**config.mk**
```make
export PLATFORM = sky130hd
export DESIGN_NAME = id_ex_stage
export DESIGN_NICKNAME = d
export VERILOG_FILES = /design/src/rtl/mips_pkg.sv /design/src/rtl/fwd_mux.sv /design/src/rtl/id_ex_stage.sv
export SDC_FILE = /design/constraint.sdc
export NUM_CORES = 1
export LEC_CHECK = 0
export ABC_CLOCK_PERIOD_IN_PS = 5200
export CORE_MARGIN = 2
export CORE_UTILIZATION = 40
export CTS_CLUSTER_SIZE = 28
export DETAILED_ROUTE_END_ITERATION = 10
export GPL_ROUTABILITY_DRIVEN = 0
export PLACE_DENSITY = 0.75
export SYNTH_ARGS = -nofsm -noshare
export SYNTH_HDL_FRONTEND = slang
export SYNTH_SLANG_ARGS = --single-unit
export TNS_END_PERCENT = 50
```
**constraint.sdc**
```tcl
create_clock -name clk -period 5.2 [get_ports clk]
set_input_delay 1.56 -clock clk [delete_from_list [all_inputs] [get_ports clk]]
set_output_delay 1.56 -clock clk [all_outputs]
set_load 0.005 [all_outputs]
```
**src/rtl/mips_pkg.sv**
```systemverilog
`default_nettype none
// ============================================================================
// Module      : mips_pkg
// Description : Shared ALU function codes and writeback-select encodings.
// Revision    : 1.0
// ============================================================================
package mips_pkg;

    localparam int XLEN  = 32;
    localparam int RADDR = 5;

    localparam logic [5:0] ALU_ADD   = 6'b000000;
    localparam logic [5:0] ALU_SUB   = 6'b000001;
    localparam logic [5:0] ALU_AND   = 6'b011000;
    localparam logic [5:0] ALU_OR    = 6'b011110;
    localparam logic [5:0] ALU_XOR   = 6'b010110;
    localparam logic [5:0] ALU_NOR   = 6'b010001;
    localparam logic [5:0] ALU_PASSA = 6'b011010;
    localparam logic [5:0] ALU_SLL   = 6'b100000;
    localparam logic [5:0] ALU_SRL   = 6'b100001;
    localparam logic [5:0] ALU_SRA   = 6'b100011;
    localparam logic [5:0] ALU_EQ    = 6'b110011;
    localparam logic [5:0] ALU_NEQ   = 6'b110001;
    localparam logic [5:0] ALU_LT    = 6'b110101;
    localparam logic [5:0] ALU_LEZ   = 6'b111101;
    localparam logic [5:0] ALU_LTZ   = 6'b111011;
    localparam logic [5:0] ALU_GTZ   = 6'b111111;

    typedef enum logic [1:0] {
        MTR_ALU = 2'b00,
        MTR_MEM = 2'b01,
        MTR_PC  = 2'b10
    } memtoreg_e;

endpackage
`default_nettype wire

```
**src/rtl/fwd_mux.sv**
```systemverilog
`default_nettype none
// ============================================================================
// Module      : fwd_mux
// Description : Operand bypass select; EX/MEM beats MEM/WB, r0 never bypasses.
// Revision    : 1.0
// ============================================================================
module fwd_mux #(
    parameter int XLEN  = 32,
    parameter int RADDR = 5
) (
    input  logic [RADDR-1:0] i_idx,
    input  logic [XLEN-1:0]  i_data,
    input  logic             i_exmem_regwrite,
    input  logic [RADDR-1:0] i_exmem_rd,
    input  logic [XLEN-1:0]  i_exmem_result,
    input  logic             i_memwb_regwrite,
    input  logic [RADDR-1:0] i_memwb_rd,
    input  logic [XLEN-1:0]  i_memwb_result,
    output logic [XLEN-1:0]  o_fwd
);

    logic w_hit_exmem;
    logic w_hit_memwb;

    assign w_hit_exmem = i_exmem_regwrite && (i_exmem_rd != '0) && (i_exmem_rd == i_idx);
    assign w_hit_memwb = i_memwb_regwrite && (i_memwb_rd != '0) && (i_memwb_rd == i_idx);

    always_comb begin
        o_fwd = i_data;
        if (w_hit_exmem)
            o_fwd = i_exmem_result;
        else if (w_hit_memwb)
            o_fwd = i_memwb_result;
    end

endmodule
`default_nettype wire

```
**src/rtl/id_ex_stage.sv**
```systemverilog
`default_nettype none
// ============================================================================
// Module      : id_ex_stage
// Description : ID/EX pipeline register with EX operand forwarding and
//               load-use hazard detection.
// Revision    : 1.0
// ============================================================================
module id_ex_stage
    import mips_pkg::*;
#(
    parameter int XLEN  = 32,
    parameter int RADDR = 5
) (
    input  logic             clk,
    input  logic             reset,
    input  logic             stall,
    input  logic             flush,
    input  logic             id_valid,
    input  logic [XLEN-1:0]  id_pc,
    input  logic [XLEN-1:0]  id_rs_data,
    input  logic [XLEN-1:0]  id_rt_data,
    input  logic [XLEN-1:0]  id_imm,
    input  logic [4:0]       id_shamt,
    input  logic [RADDR-1:0] id_rs,
    input  logic [RADDR-1:0] id_rt,
    input  logic [RADDR-1:0] id_dst,
    input  logic [5:0]       id_alufun,
    input  logic             id_sign,
    input  logic             id_alusrc1,
    input  logic             id_alusrc2,
    input  logic             id_uses_rt,
    input  logic             id_regwrite,
    input  logic             id_memread,
    input  logic             id_memwrite,
    input  logic [1:0]       id_memtoreg,
    input  logic             exmem_regwrite,
    input  logic [RADDR-1:0] exmem_rd,
    input  logic [XLEN-1:0]  exmem_result,
    input  logic             memwb_regwrite,
    input  logic [RADDR-1:0] memwb_rd,
    input  logic [XLEN-1:0]  memwb_result,
    output logic [XLEN-1:0]  alu_a,
    output logic [XLEN-1:0]  alu_b,
    output logic [5:0]       alu_fun,
    output logic             alu_sign,
    output logic             ex_valid,
    output logic [XLEN-1:0]  ex_pc,
    output logic [XLEN-1:0]  ex_store_data,
    output logic [RADDR-1:0] ex_dst,
    output logic             ex_regwrite,
    output logic             ex_memread,
    output logic             ex_memwrite,
    output logic [1:0]       ex_memtoreg,
    output logic             load_use_hazard
);

    logic             r_valid;
    logic [XLEN-1:0]  r_pc;
    logic [XLEN-1:0]  r_rs_data;
    logic [XLEN-1:0]  r_rt_data;
    logic [XLEN-1:0]  r_imm;
    logic [4:0]       r_shamt;
    logic [RADDR-1:0] r_rs;
    logic [RADDR-1:0] r_rt;
    logic [RADDR-1:0] r_dst;
    logic [5:0]       r_alufun;
    logic             r_sign;
    logic             r_alusrc1;
    logic             r_alusrc2;
    logic             r_regwrite;
    logic             r_memread;
    logic             r_memwrite;
    logic [1:0]       r_memtoreg;

    logic [XLEN-1:0]  w_rs_fwd;
    logic [XLEN-1:0]  w_rt_fwd;

    always_ff @(posedge clk) begin
        if (reset) begin
            r_valid    <= 1'b0;
            r_pc       <= '0;
            r_rs_data  <= '0;
            r_rt_data  <= '0;
            r_imm      <= '0;
            r_shamt    <= '0;
            r_rs       <= '0;
            r_rt       <= '0;
            r_dst      <= '0;
            r_alufun   <= ALU_ADD;
            r_sign     <= 1'b0;
            r_alusrc1  <= 1'b0;
            r_alusrc2  <= 1'b0;
            r_regwrite <= 1'b0;
            r_memread  <= 1'b0;
            r_memwrite <= 1'b0;
            r_memtoreg <= '0;
        end else if (flush) begin
            r_valid    <= 1'b0;
            r_regwrite <= 1'b0;
            r_memread  <= 1'b0;
            r_memwrite <= 1'b0;
            r_memtoreg <= '0;
            r_alufun   <= ALU_ADD;
        end else if (stall) begin
            // Latch bypassed values so they survive their producer retiring.
            r_rs_data  <= w_rs_fwd;
            r_rt_data  <= w_rt_fwd;
        end else begin
            r_valid    <= id_valid;
            r_pc       <= id_pc;
            r_rs_data  <= id_rs_data;
            r_rt_data  <= id_rt_data;
            r_imm      <= id_imm;
            r_shamt    <= id_shamt;
            r_rs       <= id_rs;
            r_rt       <= id_rt;
            r_dst      <= id_dst;
            r_alufun   <= id_alufun;
            r_sign     <= id_sign;
            r_alusrc1  <= id_alusrc1;
            r_alusrc2  <= id_alusrc2;
            r_regwrite <= id_regwrite;
            r_memread  <= id_memread;
            r_memwrite <= id_memwrite;
            r_memtoreg <= id_memtoreg;
        end
    end

    fwd_mux #(.XLEN(XLEN), .RADDR(RADDR)) u_fwd_rs (
        .i_idx            (r_rs),
        .i_data           (r_rs_data),
        .i_exmem_regwrite (exmem_regwrite),
        .i_exmem_rd       (exmem_rd),
        .i_exmem_result   (exmem_result),
        .i_memwb_regwrite (memwb_regwrite),
        .i_memwb_rd       (memwb_rd),
        .i_memwb_result   (memwb_result),
        .o_fwd            (w_rs_fwd)
    );

    fwd_mux #(.XLEN(XLEN), .RADDR(RADDR)) u_fwd_rt (
        .i_idx            (r_rt),
        .i_data           (r_rt_data),
        .i_exmem_regwrite (exmem_regwrite),
        .i_exmem_rd       (exmem_rd),
        .i_exmem_result   (exmem_result),
        .i_memwb_regwrite (memwb_regwrite),
        .i_memwb_rd       (memwb_rd),
        .i_memwb_result   (memwb_result),
        .o_fwd            (w_rt_fwd)
    );

    assign alu_a         = r_alusrc1 ? {{(XLEN-5){1'b0}}, r_shamt} : w_rs_fwd;
    assign alu_b         = r_alusrc2 ? r_imm : w_rt_fwd;
    assign alu_fun       = r_alufun;
    assign alu_sign      = r_sign;
    assign ex_valid      = r_valid;
    assign ex_pc         = r_pc;
    assign ex_store_data = w_rt_fwd;
    assign ex_dst        = r_dst;
    assign ex_regwrite   = r_regwrite;
    assign ex_memread    = r_memread;
    assign ex_memwrite   = r_memwrite;
    assign ex_memtoreg   = r_memtoreg;

    assign load_use_hazard = id_valid && r_valid && r_memread && (r_dst != '0) &&
                             ((r_dst == id_rs) || (id_uses_rt && (r_dst == id_rt)));

endmodule
`default_nettype wire

```
==> summary.md <==
The die covers 25,600 um^2. Share of final-layout standard cells stronger than drive strength 1: 23.87%. sky130_fd_sc_hd__nand2_1 is the most common cell in the netlist. The final instance area is 16,870 um^2, and the worst setup margin is -211.3 ps. The nature of the critical path startpoint is an input port. The total area inside the core boundary comes to 24,110 um^2.

For the cell area after placement, the log shows 14,710 um^2. Part of the total power dissipated in sequential elements: 35.5%. Die extent in x: 160.0 um. The area taken by multi-input logic gates is 6424 um^2. The number of buffers added on ports was 390; the height of the die was 160.0 um. The most used flip-flop cell after synthesis is sky130_fd_sc_hd__dfxtp_1.

The type of the worst setup path is in -> out. In the finished design, the share of the clock period the worst path needs comes to 104.1%. Synthesis produced a netlist whose cell count is 1,260. Cells fill 69.98% of the core in the end. Using the TritonRoute via totals, the vias-per-cell ratio works out to 6.045. Net count after synthesis: 1,504. Detailed placement ended at an HPWL of 28,100 um. The clock arrives with 8.760 ps of skew. The number of top-level pins is 391. The checks that failed: setup timing.

The max-slew violation total from the final report was 0. The tree built by TritonCTS fans out to 163 sinks. Counting flops and latches in the post-synthesis netlist gives 163. Sequential cells were found to cover 33.53% of the synthesized design area.

The count of nets left with antenna violations once routing finished came out at 0. For this configuration, the core starts out at a cell density of 40.38%. The initial DRC count was 1,352. The run gives 5 as the initial antenna violation count. The number of clock buffers added by TritonCTS is 17. The tools report the residual DRC count as 0. The worst pin sits at a relative slew slack of 25.92%. The via count of the first global-routing pass is 12,200.

Counting the fill cells in the layout gives 1,852. The routed length per instance is 22.23 um. Summed over all cells, the static leakage comes to 6.789 nW. Compared with the post-synthesis result, the final layout area differs by 73.31%.

Global routing finished with a remaining overflow of 0. The top cell type by area accounts for 33.53% of the synthesized area. The H-tree was split into 4 levels. After the last flow step, the layout net total stands at 1,974. Global routing used 33.26% of the available tracks.

Timing would allow up to 184.8 MHz. The number of unique standard cell types used by synthesis is 43. Power density over the cells: 228.4 nW/um^2. The initialized floorplan defines 57 standard-cell rows. The tools report the switching power of the nets as 0.001259 W.

The final-report hold violation count came out at 0. For the critical path data required time, the log shows 3640 ps. By count the netlist is led by 179 x sky130_fd_sc_hd__nand2_1, 163 x sky130_fd_sc_hd__dfxtp_1, 152 x sky130_fd_sc_hd__a21oi_1. The clock passes through at most 2 buffers. The tools report the largest net degree at the start of global routing as 88. The tools report the fraction of power consumed by the clock network as 34.9%.

By area the synthesized netlist is led by sky130_fd_sc_hd__dfxtp_1 34%, sky130_fd_sc_hd__a21oi_1 7.8%, sky130_fd_sc_hd__nand2_1 6.9%. Across the VDD grid, the largest voltage drop is 229.1 uV. Endpoint type of the worst setup path: a primary output.

The routed design has 46,090 um of wire. The register cell area after layout is 3266 um^2. The run finished, with violations left. Along the worst path, the maximum fanout reaches 6. At the pin with the least slew margin, the transition time is 1111 ps. After synthesis the cells add up to 9733 um^2. The via count is 12,530, and the internal power contribution is 0.002594 W. The classification of the worst-slack hold path was reg -> reg. After layout, the minimum clock period comes to 5411 ps.

The part of the total power dissipated in combinational logic came out at 29.6%. The wire length of the first global-routing pass came out at 67,680 um. During synthesis, Yosys emitted a total of 0 warnings. The clock latency at the later pin of the worst-skew pair came out at 450 ps. A synthesized cell averages 7.725 um^2. For the first-pass iteration count of the detailed router, the log shows 5. Worst setup slack before clock tree synthesis: -751.4 ps.

The run gives 19 as the setup-violating endpoint count in the final report. Setup repair after global routing could not meet its margin everywhere. Of the total power, the share spent switching nets is 32.68%.

Across the run, the number of max-cap violations was 0. The run gives 3850 ps as the data arrival time of the worst path. The share of async-settable or async-resettable flops after synthesis was 0%; the register clock-pin slew on the reported worst setup and hold paths was 80 ps.

The root buffer selected by CTS is sky130_fd_sc_hd__clkbuf_16. sky130_fd_sc_hd__dfxtp_1 takes more of the synthesized area than any other cell. Yosys mapped a number of flops with a built-in enable equal to 0.

TritonCTS built the clock tree.
worst paths after layout:
kind,start,to,slack (ps),cells past startpoint
worst max-delay path,exmem_rd[0],alu_b[15],-210,9
worst min-delay path,r_imm[8]$_SDFFE_PP0P_,r_imm[8]$_SDFFE_PP0P_,450,2
worst max register to register,r_rt[4]$_SDFFE_PP0P_,r_rt_data[24]$_SDFFE_PP0N_,930,28
worst min register to register,r_imm[8]$_SDFFE_PP0P_,r_imm[8]$_SDFFE_PP0P_,450,2
worst max-delay path, stage by stage:
cell                              delay, ps
sky130_fd_sc_hd__buf_2                  110
sky130_fd_sc_hd__or4_4                  570
sky130_fd_sc_hd__o211ai_4               230
sky130_fd_sc_hd__buf_6                  160
sky130_fd_sc_hd__buf_12                 130
sky130_fd_sc_hd__nor3_1                  70
sky130_fd_sc_hd__a31oi_1                290
sky130_fd_sc_hd__mux2_2                 220
sky130_fd_sc_hd__clkdlybuf4s50_1        490
repair_timing:
| action | CTS | global route |
|---|---|---|
| gates resized for setup | 196 | 144 |
| cloned | 7 | 5 |
| pin swaps | 15 | 18 |
| setup buffers | 39 | 26 |
| hold buffers | 0 | 0 |
| endpoints found under the setup margin | 96 | 76 |
| endpoints found under the hold margin | 0 | 0 |
power by group through the flow:
stage	Combinational [W]	Clock, W	Sequential (W)
after CTS	0.00105	0.00136	0.00136
after global placement	0.000992	0	0.00139
final	0.00114	0.00135	0.00137
after floorplan	0.000411	0	0.00137
after detailed placement	0.00100	0	0.00139
after global routing	0.00120	0.00141	0.00138
metrics by stage:
stage	TNS, ps	hold slack, ps	cells	power [W]
2_1_floorplan	0	432.9	1260	0.001786
4_1_cts	-3668	454.2	2040	0.003770
3_3_place_gp	-46950	438.4	1963	0.002379
3_5_place_dp	-51770	443.9	1963	0.002394
5_1_grt	-2598	474.9	2073	0.003988
6_report	-1575	454.6	2073	0.003853
state kept, by name (all words and copies together), names as in the netlist, 2 cells and up:
name         flops
ex_dst           5
r_shamt          5
r_rs_data       32
r_imm           32
ex_pc           32
alu_fun          6
ex_memtoreg      2
r_rt             5
r_rt_data       32
r_rs             5
final cells by class:
type	instances	share of cell area, %
antenna	6	0.08901
clock buffer	17	2.522
clock inverter	15	1.194
inverter	65	1.454
multi-input combinational	892	38.08
sequential	163	19.36
tap	324	2.403
timing repair buffer	591	34.90
cell usage in the layout (no fill, tap or decap), drive strengths merged, types with 33 or more instances in the layout:
cell type | Yosys | final
nor3 | 35 | 35
and4 | 33 | 33
dfxtp | 163 | 163
nand4 | 33 | 33
a31oi | 64 | 64
a21oi | 152 | 152
a21o | 34 | 34
o31ai | 64 | 64
nor2 | 42 | 42
clkdlybuf4s50 | 0 | 283
o21a | 35 | 35
nand2 | 179 | 179
inv | 64 | 72
clkbuf | 103 | 33
buf | 37 | 223
cells by family (layout without fill, tap and decap cells):
family                    count (synthesis)  in the layout  share of synthesized area, %
xor gates and xnor gates                 30             30                         2.700
muxes                                    44             44                         4.936
other                                     0              6                             0
AOI/OAI and AO/OA                       452            452                         31.38
buffers and inverters                   205            688                         8.703
DFF                                     163            163                         33.53
and+or+nand+nor                         366            366                         18.76
layer usage:
metal	up-vias	GRT usage (%)	wire length [um]
met4	0	16.22	2378
met3	216	7.974	4445
met5	-	0	0
li1	5609	-	-
met1	5873	39.81	17610
met2	834	56.04	21650
(Power assumes the default switching activity.)
